## config.mk

```make
export PLATFORM = sky130hd
export DESIGN_NAME = pow2_accum
export DESIGN_NICKNAME = d
export VERILOG_FILES = /design/src/rtl/pow2_accum.sv
export SDC_FILE = /design/constraint.sdc
export NUM_CORES = 1
export LEC_CHECK = 0
export CORE_MARGIN = 5
export CORE_UTILIZATION = 60
export DETAILED_ROUTE_END_ITERATION = 10
export GPL_TIMING_DRIVEN = 1
export PLACE_DENSITY_LB_ADDON = 0.12
export SYNTH_ARGS = -nofsm -noshare
export SYNTH_HDL_FRONTEND = slang
export SYNTH_SLANG_ARGS = --single-unit
export TNS_END_PERCENT = 5
```

## constraint.sdc

```tcl
create_clock -name clk -period 4.9 [get_ports clk]
set_clock_uncertainty 0.1 [all_clocks]
set_input_delay 0.98 -clock clk [delete_from_list [all_inputs] [get_ports clk]]
set_output_delay 0.98 -clock clk [all_outputs]
set_load 0.1 [all_outputs]
```

## src/rtl/pow2_accum.sv

```systemverilog
// pow2_accum: sums 2^-d terms over a vector, then normalizes the sum to 1.mant x 2^exp.
// Optional ACCUM_SAT_EN: saturate the accumulator at 0xFFFFF instead of wrapping on overflow.
module pow2_accum #(
   parameter int MANT_WIDTH = 8
) (
   input  logic                  clk,
   input  logic                  rst,
   input  logic [7:0]            in_d,
   input  logic                  in_valid,
   input  logic                  in_last,
   output logic                  in_ready,
   output logic [MANT_WIDTH-1:0] out_mant,
   output logic [5:0]            out_exp,
   output logic                  out_zero,
   output logic                  out_valid,
   input  logic                  out_ready
);

   typedef enum logic [1:0] {
      ST_IDLE  = 2'd0,
      ST_ACCUM = 2'd1,
      ST_NORM  = 2'd2,
      ST_DONE  = 2'd3
   } state_t;

   state_t                state_q;
   logic [19:0]           acc_q;
   logic [19:0]           acc_d;
   logic [4:0]            shift_q;
   logic [MANT_WIDTH-1:0] mant_q;
   logic [5:0]            exp_q;
   logic                  zero_q;
   logic                  valid_q;

   logic [3:0]            di_s;
   logic [3:0]            df_s;
   logic [15:0]           base_s;
   logic [15:0]           term_s;
   logic [19:0]           acc_base_s;
   logic                  beat_s;
`ifdef ACCUM_SAT_EN
   logic [20:0]           sum_s;
`endif

   // Reset overrides the state decode so no beat can be offered while rst is held.
   assign in_ready = ~rst & ((state_q == ST_IDLE) | (state_q == ST_ACCUM));
   assign beat_s   = in_valid & in_ready;

   // Term generation and accumulate/load of the next accumulator value.
   always_comb begin
      di_s       = in_d[7:4];
      df_s       = in_d[3:0];
      base_s     = 16'd32768 - {2'b00, df_s, 10'd0};
      term_s     = base_s >> di_s;
      acc_base_s = (state_q == ST_IDLE) ? 20'd0 : acc_q;
`ifdef ACCUM_SAT_EN
      sum_s = {1'b0, acc_base_s} + {5'd0, term_s};
      if (sum_s[20]) begin
         acc_d = 20'hFFFFF;
      end else begin
         acc_d = sum_s[19:0];
      end
`else
      acc_d = acc_base_s + {4'd0, term_s};
`endif
   end

   // Control FSM with registered result outputs.
   always_ff @(posedge clk or posedge rst) begin
      if (rst) begin
         state_q <= ST_IDLE;
         acc_q   <= 20'd0;
         shift_q <= 5'd0;
         mant_q  <= '0;
         exp_q   <= 6'd0;
         zero_q  <= 1'b0;
         valid_q <= 1'b0;
      end else begin
         case (state_q)
            ST_IDLE, ST_ACCUM: begin
               if (beat_s) begin
                  acc_q   <= acc_d;
                  shift_q <= 5'd0;
                  state_q <= in_last ? ST_NORM : ST_ACCUM;
               end
            end
            ST_NORM: begin
               if (acc_q == 20'd0) begin
                  zero_q  <= 1'b1;
                  mant_q  <= '0;
                  exp_q   <= 6'd0;
                  valid_q <= 1'b1;
                  state_q <= ST_DONE;
               end else if (acc_q[19]) begin
                  zero_q  <= 1'b0;
                  mant_q  <= acc_q[18 -: MANT_WIDTH];
                  exp_q   <= 6'd4 - {1'b0, shift_q};
                  valid_q <= 1'b1;
                  state_q <= ST_DONE;
               end else begin
                  acc_q   <= {acc_q[18:0], 1'b0};
                  shift_q <= shift_q + 5'd1;
               end
            end
            ST_DONE: begin
               if (out_ready) begin
                  valid_q <= 1'b0;
                  state_q <= ST_IDLE;
               end
            end
            default: begin
               state_q <= ST_IDLE;
            end
         endcase
      end
   end

   assign out_mant  = mant_q;
   assign out_exp   = exp_q;
   assign out_zero  = zero_q;
   assign out_valid = valid_q;

endmodule

```

* After elaboration in Yosys (flattened, before gate mapping)
Cells that the tools add are included.
Widths: inputs -> output; s select.
** Storage, ports and cells
- Output and inout bits :: 17
- Register bits after elaboration :: 43
- Input bits :: 13
- Word-level logic and storage cells :: 61
** Operators by class
- Eq/ne operators :: 8
- $add $sub $neg :: 4
- Bitwise operators :: 4
- Reductions and logical operators :: 11
- Muxes and demuxes :: 25
- Shift operators :: 1
** Operators with widths (count)
- $mux 20 :: 4
- $pmux 20 s2 :: 1
- $add 20x16->20 :: 1
- $logic_not 20->1 :: 1
- $mux 8 :: 2
- $shr 16x4->16 :: 1
- $sub 16x14->16 const A :: 1
- $mux 5 :: 3
- $mux 6 :: 2
- $mux 2 :: 5
- $pmux 5 s2 :: 1
- $reduce_and 3->1 :: 3
- $ne 2x2->1 const B :: 4
- $pmux 2 s3 :: 1
- $reduce_bool 2->1 :: 3
- $sub 3x5->6 const A :: 1
- $add 5x1->5 const B :: 1
- $mux 1 :: 5
- $eq 2x2->1 const B :: 2
- $reduce_and 4->1 :: 1
- $ne 3x3->1 const B :: 1
- $and 1x1->1 :: 2
- $eq 2x1->1 const B :: 1
- $logic_not 2->1 :: 1
- other kinds (5) :: 5

* Depth between registers and ports, before layout
Gate-level depths: netlist of run 1.
- Depth in word-level cells :: 6
- Depth in mapped cells :: 17
- Depth with buffers taken out :: 17

* Worst setup path after synthesis of run 1
No wires, ideal clock.
- Path type :: input-to-reg
- Start point :: in in_d[0]
- End point :: reg acc_q[16]
- Setup slack :: 0.610 ns
- Setup time :: 0.142 ns
- Required time :: 4.658 ns
- Buffers on the path :: 0
- Stages on the path :: 17
- Arrival time :: 4.048 ns
- Cell sequence :: inv_1 > ha_1 > nor2_1 > a311oi_1 > a21oi_1 > a211oi_1 > mux2_2 > nor2b_1 > ha_1 > fa_1 > a211oi_1 > nor2_1 > o31ai_1 > a211oi_1 > o22ai_1 > xnor2_1 > o221ai_1
** On the way
- Word-level cells in the longest chain between the ends :: 5
** RTL lines
- start, declared :: RTL line 8 : input logic [7:0] in_d,
- $sub 16x14->16 :: RTL line 53 : base_s = 16'd32768 - {2'b00, df_s, 10'd0};
- $shr 16x4->16 :: RTL line 54 : term_s = base_s >> di_s;
- $add 20x16->20 :: RTL line 64 : acc_d = acc_base_s + {4'd0, term_s};
- $mux 20 :: RTL line 81 : if (beat_s) begin
- $pmux 20 s2 :: RTL line 79 : case (state_q)
- end signal, assigned :: RTL line 101 : acc_q <= {acc_q[18:0], 1'b0};
- end, declared :: RTL line 27 : logic [19:0] acc_q;
Every way passes these cells. The select of a mux whose other input is x is not followed.
A chain may end at the register's enable or synchronous reset.

* Final worst setup path of run 1
- Start point :: in in_d[0]
- End point :: reg acc_q[17]
The elaborated chain is that of the path after synthesis.

==> impl_metrics.csv, run 1 <==
group,metric,value,unit
run_status,status,"completed",
worst_setup_path,slowest_delay,0.48,ns
sta,setup_viol,0,
floorplan,core,0.00551,sq mm
worst_setup_path,cp-end-kind,"flip-flop",
worst_setup_path,cp_cell_sequence,"clkdlybuf4s50_1 > inv_1 > ha_1 > buf_4 > xnor2_1 > mux2i_1 > nor2_1 > a21oi_1 > mux2_2 > o22ai_1 > ha_1 > and2_1 > a221o_1 > o31ai_2 > a2111oi_2 > or2_1 > o311ai_1 > o311ai_1",
routing,via_per_inst,6.28,
synth,synth_fp_nets,453,
pwr,total_leakage_power,0.00184,uW
routing,postRouteAntennaNets,0,
clock_network,clk_pin_slew,0.08,ns
sta,hold_viol_final,0,
clock_network,h-tree-depth,2,
pwr,power_density,628,mW/mm^2
sta,min_period,4.62,ns
clock_network,cts_tree,"done",
routing,post_drt_wl_per_cell,16.5,um
synth,syn_avg_cell_area,8.12,sq um
floorplan,start_util,62.0,%
placement,gp_congestion,0.952,
worst_setup_path,arrival,4.68,ns
worst_setup_path,cp_num_buf_inv,3,
placement,portBuffers,29,
synth,ys_top_cells_by_area,"dfrtp_1 32%, ha_1 7.0%, nor2_1 4.8%, nand2_1 4.6%, nor2b_1 4.6%",
global_routing,antenna_found_initial,0,
sta,drv_slew,0,
synth,synthFlopType,"dfrtp_1",
sta,setup_tns,0,ns
worst_setup_path,crit_type,"primary input to flip-flop",
floorplan,die-area,0.00729,sq mm
floorplan,rows,27,
clock_network,cts_setup_buffers,0,
worst_setup_path,critical_path.max_fanout,5,
sta,fmax,216,MHz
synth,synthesis.area,0.00341,sq mm
sta,rsz0062_at_grt,"yes",
global_routing,grt_max_degree,26,
synth,synth_top_area_cell,"dfrtp_1",
synth,netlist_instances,420,
hold_path,hold_class,"flip-flop to flip-flop",
clock_network,cts_buffers,5,
sta,fin_crit_sh,94.3,%
sta,tightest_slew,0.985,ns
routing,drt-initial-drc-count,381,
routing,wirelength,8920,um
placement,dpl.hpwl,6780,um
clock_network,cts-hold-fix-buffers,0,
final_layout,drive_gt1_share,12.6,%
pwr,peakVddDrop,510,uV
final_layout,n_antenna_cell,0,
global_routing,grt.met2_usage,40.5,%
clock_network,root_buffer,"clkbuf_8",
synth,synth_top_area_share,31.5,%
placement,place_area,0.00395,sq mm
clock_network,postCtsResizedCells,0,
synth,synth_edf_count,0,
synth,ys_ff_latch,43,
worst_setup_path,slowest_stage,"clkdlybuf4s50_1",
synth,yosysSeqAreaShare,31.5,%
global_routing,grt_use_met3,4.27,%
flow_run,drv_cap,0,
routing,first_pass_iters,5,
worst_setup_path,crit_family,"compound AO/OA/AOI/OAI gates",
worst_setup_path,cp-startpoint,"in_d[0]",
clock_network,clock_path_buffers,2,
clock_network,clk_latency,0.30,ns
floorplan,pin_count,30,
global_routing,grtUsageTotal,25.0,%
final_layout,final_util,74.3,%
global_routing,first_global_vias,3189,
floorplan,die_w,85.4,um
synth,async_flop_share,100,%
hold_path,min_from,"out_exp[5]",
worst_setup_path,crit_required,4.96,ns
sta,hold_ws,0.379,ns
global_routing,grt_pass1_wl,14900,um
final_layout,syn2layout_area_growth,19.8,%
worst_setup_path,reg2reg_from,"state_q[0]",
global_routing,use_met1,34.2,%
clock_network,cts.sinks,43,
synth,ys_warn_count,0,
routing,vias,3389,
global_routing,grt_overflow_total,0,
pwr,finalPower,2570,uW
routing,drc,0,
sta,slew-limit-headroom,34.1,%
final_layout,design_area,0.00409,sq mm
synth,post-synth-top-count-cell,"nor2_1",
synth,ys_top_cells_by_count,"44 x nor2_1, 43 x dfrtp_1, 42 x nand2_1",
global_routing,grt.busiest_layer,"met2",
worst_setup_path,start_kind,"primary input",
floorplan,die_h,85.4,um
synth,ys_types,60,
final_layout,nNetsFinal,501,
-- layer usage --
| metal | share of wire [%] | wire (um) |
|---|---|---|
| met1 | 43 | 3830 |
| met2 | 48 | 4300 |
| met3 | 7.1 | 630 |
| met4 | 1.8 | 165 |
| met5 | 0 | 0 |
-- report_power, final --
group / total (uW) / internal [uW] / switching [uW]
Combinational: 1630 / 578 / 1050
Clock: 267 / 149 / 117
Sequential: 667 / 496 / 171
Total: 2570 / 1220 / 1340
-- area by class of cell --
cell class | count | area [sq um]
clock buffers | 6 | 72.6
inverters | 15 | 56.3
multi-input cells | 342 | 2240
fillers | 416 | 1420
clock inverters | 1 | 30.0
well taps | 72 | 90.1
flip-flops and latches | 43 | 1080
repair buffers | 61 | 528
-- state kept, by name (all words and copies together) (netlist names) --
register and count:
acc_q 20, out_mant 8, out_exp 6, shift_q 5, state_q 2, out_valid 1
out_zero 1
-- path summary, 6_finish.rpt --
check                                  end  slack (ns)  cells after the start
worst max-delay path             acc_q[17]        0.28                     18
worst min-delay path            out_exp[5]        0.38                      1
worst max register to register   acc_q[16]        1.58                     12
worst min register to register  out_exp[5]        0.38                      1
max in group asynchronous       out_exp[2]        2.84                      3
min in group asynchronous        acc_q[19]        1.06                      2
-- through the flow --
stage	cells	setup slack, ns
6_report	540	0.277
5_1_grt	540	-0.0565
4_1_cts	540	0.0116
3_5_place_dp	533	-0.278
3_3_place_gp	533	-0.164
2_1_floorplan	420	0.610
-- layout by cell type, fill, tap and decap left out, types with 3 or more instances in the layout --
master	Yosys	final
a211oi_1	6	4
a21o_1	8	8
a21oi_1	26	26
a22o_1	8	8
a22oi_1	9	9
a31oi_1	5	5
and2_1	4	4
and3_1	3	3
buf_4	1	33
clkbuf_8	0	5
clkdlybuf4s50_1	0	28
dfrtp_1	43	43
ha_1	19	19
inv_1	11	11
mux2_2	6	6
mux2i_1	3	3
nand2_1	42	42
nand2b_1	3	3
nand3_1	13	13
nand4_1	4	4
nor2_1	44	43
nor2b_1	25	25
nor3_1	10	10
nor3b_1	3	3
nor4_1	5	5
o21a_1	3	3
o21ai_0	20	18
o21ai_1	12	14
o21bai_1	3	3
o22ai_1	7	6
xnor2_1	11	11
xor2_1	8	8
-- kinds of logic (layout without fill, tap and decap cells) --
| kind of cell | Yosys count | in the layout | share of synthesized area, % |
|---|---|---|---|
| multiplexers | 10 | 10 | 3.19 |
| AO/OA/AOI/OAI | 127 | 127 | 24.6 |
| flip-flops | 43 | 43 | 31.5 |
| XOR/XNOR | 19 | 19 | 4.88 |
| buffers and inverters | 35 | 83 | 4.03 |
| AND/OR/NAND/NOR | 166 | 166 | 24.2 |
| adder cells (fa/ha/maj) | 20 | 20 | 7.55 |
Note: power is estimated with default switching activity, not from simulation.
==> run 2, diff against run 1 <==
Settings changed: DONT_BUFFER_PORTS set to 1.
==> run 2 against run 1 <==
  * Clock-buffer cell count is 1 lower
  * Sequential share of layout area grew 3.9 points
  * Combinational power decreased by 37%
  * Critical path type unchanged
==> impl_metrics.csv, run 2 (synthesis gave the netlist of run 1 again) <==
group,metric,value,unit
run_status,status,"completed",
routing,via_per_inst,6.30,
routing,postRouteAntennaNets,0,
clock_network,clk_latency,0.29,ns
final_layout,n_fill_cell,477,
sta,tightest_slew,1.08,ns
clock_network,cts-hold-fix-buffers,0,
routing,drc,0,
global_routing,grt.busiest_layer,"met2",
routing,wirelength,8210,um
pwr,swShare,54.8,%
placement,dpl.hpwl,6220,um
flow_run,drv_cap,0,
worst_setup_path,arrival,4.64,ns
pwr,power_density,661,mW/mm^2
global_routing,grtUsageTotal,23.9,%
floorplan,die_w,85.4,um
global_routing,first_global_vias,3019,
floorplan,rows,27,
floorplan,start_util,62.0,%
final_layout,regMostFlops,"acc_q",
placement,portBuffers,0,
pwr,finalPower,2350,uW
worst_setup_path,crit_type,"primary input to flip-flop",
clock_network,root_buffer,"clkbuf_8",
final_layout,syn2layout_area_growth,4.29,%
global_routing,grt.met2_usage,38.8,%
global_routing,grt_max_degree,44,
clock_network,cts_tree,"done",
final_layout,multi_input_area,0.00220,sq mm
sta,fin_crit_sh,93.7,%
sta,setup_tns,0,ns
sta,drv_slew,0,
sta,hold_viol_final,0,
pwr,peakVddDrop,590,uV
final_layout,largest_reg_flops,20,
global_routing,antenna_found_initial,0,
clock_network,cts_setup_buffers,0,
placement,gp_congestion,0.969,
global_routing,grt_overflow_total,0,
pwr,total_leakage_power,0.00158,uW
sta,setup_viol,0,
final_layout,seqCellArea,0.00108,sq mm
floorplan,die_h,85.4,um
final_layout,drive_gt1_share,6.33,%
pwr,clkPwrFrac,11.6,%
pwr,p_sw,1290,uW
routing,vias,3044,
pwr,p_comb_share,43.4,%
floorplan,die-area,0.00729,sq mm
sta,min_period,4.59,ns
clock_network,h-tree-depth,2,
worst_setup_path,critical_path.max_fanout,6,
final_layout,n_antenna_cell,0,
sta,fmax,218,MHz
floorplan,core,0.00551,sq mm
clock_network,clk_pin_slew,0.08,ns
hold_path,min_from,"acc_q[7]",
hold_path,hold_class,"flip-flop to flip-flop",
sta,rsz0062_at_grt,"no",
global_routing,grt_pass1_wl,14300,um
final_layout,final_cell_mix,"43 x nor2_1, 43 x dfrtp_1, 42 x nand2_1",
routing,first_pass_iters,5,
pwr,p_int,1060,uW
floorplan,pin_count,30,
pwr,seqPwrFrac,44.9,%
worst_setup_path,reg2reg_from,"state_q[0]",
global_routing,use_met1,33.2,%
clock_network,clock_path_buffers,2,
sta,slew-limit-headroom,28.3,%
routing,post_drt_wl_per_cell,17.0,um
clock_network,postCtsResizedCells,0,
worst_setup_path,cp-end-kind,"flip-flop",
final_layout,nNetsFinal,443,
worst_setup_path,crit_required,4.95,ns
clock_network,cts.sinks,43,
worst_setup_path,cp-startpoint,"in_d[0]",
routing,drt-initial-drc-count,170,
worst_setup_path,start_kind,"primary input",
global_routing,grt_use_met3,4.17,%
clock_network,cts_buffers,5,
[run 2: cell types whose count changed in the layout (fill, tap and decap cells not counted), moves of 2 or more]
cell             change
a211oi_1             +2
a211oi_2             -2
buf_4               -30
clkdlybuf4s50_1     -28
o21ai_0              +2
o21ai_1              -2
o31ai_1              +2
o31ai_2              -2
[run 2: through the flow]
step	util, %	setup slack, ns	hold WS [ns]	area, sq um	std cells
after global placement	62.6	0.198	0.412	3450	475
final	64.6	0.310	0.455	3560	483
after floorplan	-	0.610	0.387	3410	420
after CTS	64.6	0.379	0.452	3560	483
after global routing	64.6	0.107	0.484	3560	483
after detailed placement	62.6	0.0624	0.434	3450	475
[run 2: final timing paths]
kind | end | slack [ns] | depth (start not counted)
worst max register to register | acc_q[16] | 1.33 | 12
max in group asynchronous | acc_q[18] | 3.74 | 2
min in group asynchronous | out_exp[2] | 0.59 | 2
worst max-delay path | acc_q[16] | 0.31 | 17
worst min register to register | acc_q[7] | 0.46 | 2
worst min-delay path | acc_q[7] | 0.46 | 2
[run 2: layout make-up]
cell class              instances  area share [%]
multi-input cells             342            61.8
flip-flops and latches         43            30.2
well taps                      72            2.53
clock buffers                   5            1.93
inverters                      15            1.58
clock inverters                 3            1.23
repair buffers                  3           0.633
[run 2: per-layer routing]
metal  share of wire [%]  vias to the layer above
met5                   0                        -
met4                 1.0                        0
met3                 5.8                        9
met2                  47                       78
met1                  46                     1447
li1                    -                     1510
[run 2: power groups by stage]
stage,clock [uW],sequential (uW),combinational [uW]
global route,299,1080,1150
floorplan,0,978,867
detailed placement,0,1070,1010
finish,273,1060,1020
global placement,0,1060,999
CTS,279,1060,1020
[run 2: worst max-delay path, cell delays in order]
cell	delay (ns)
inv_1	0.07
ha_1	0.27
nor2_1	0.10
a311oi_1	0.27
a21oi_1	0.06
a211oi_1	0.33
mux2_2	0.24
nor2b_1	0.05
ha_1	0.23
fa_1	0.43
a211oi_1	0.33
nor2_1	0.13
o31ai_1	0.36
a211oi_1	0.18
o22ai_1	0.33
xnor2_1	0.16
o221ai_1	0.12
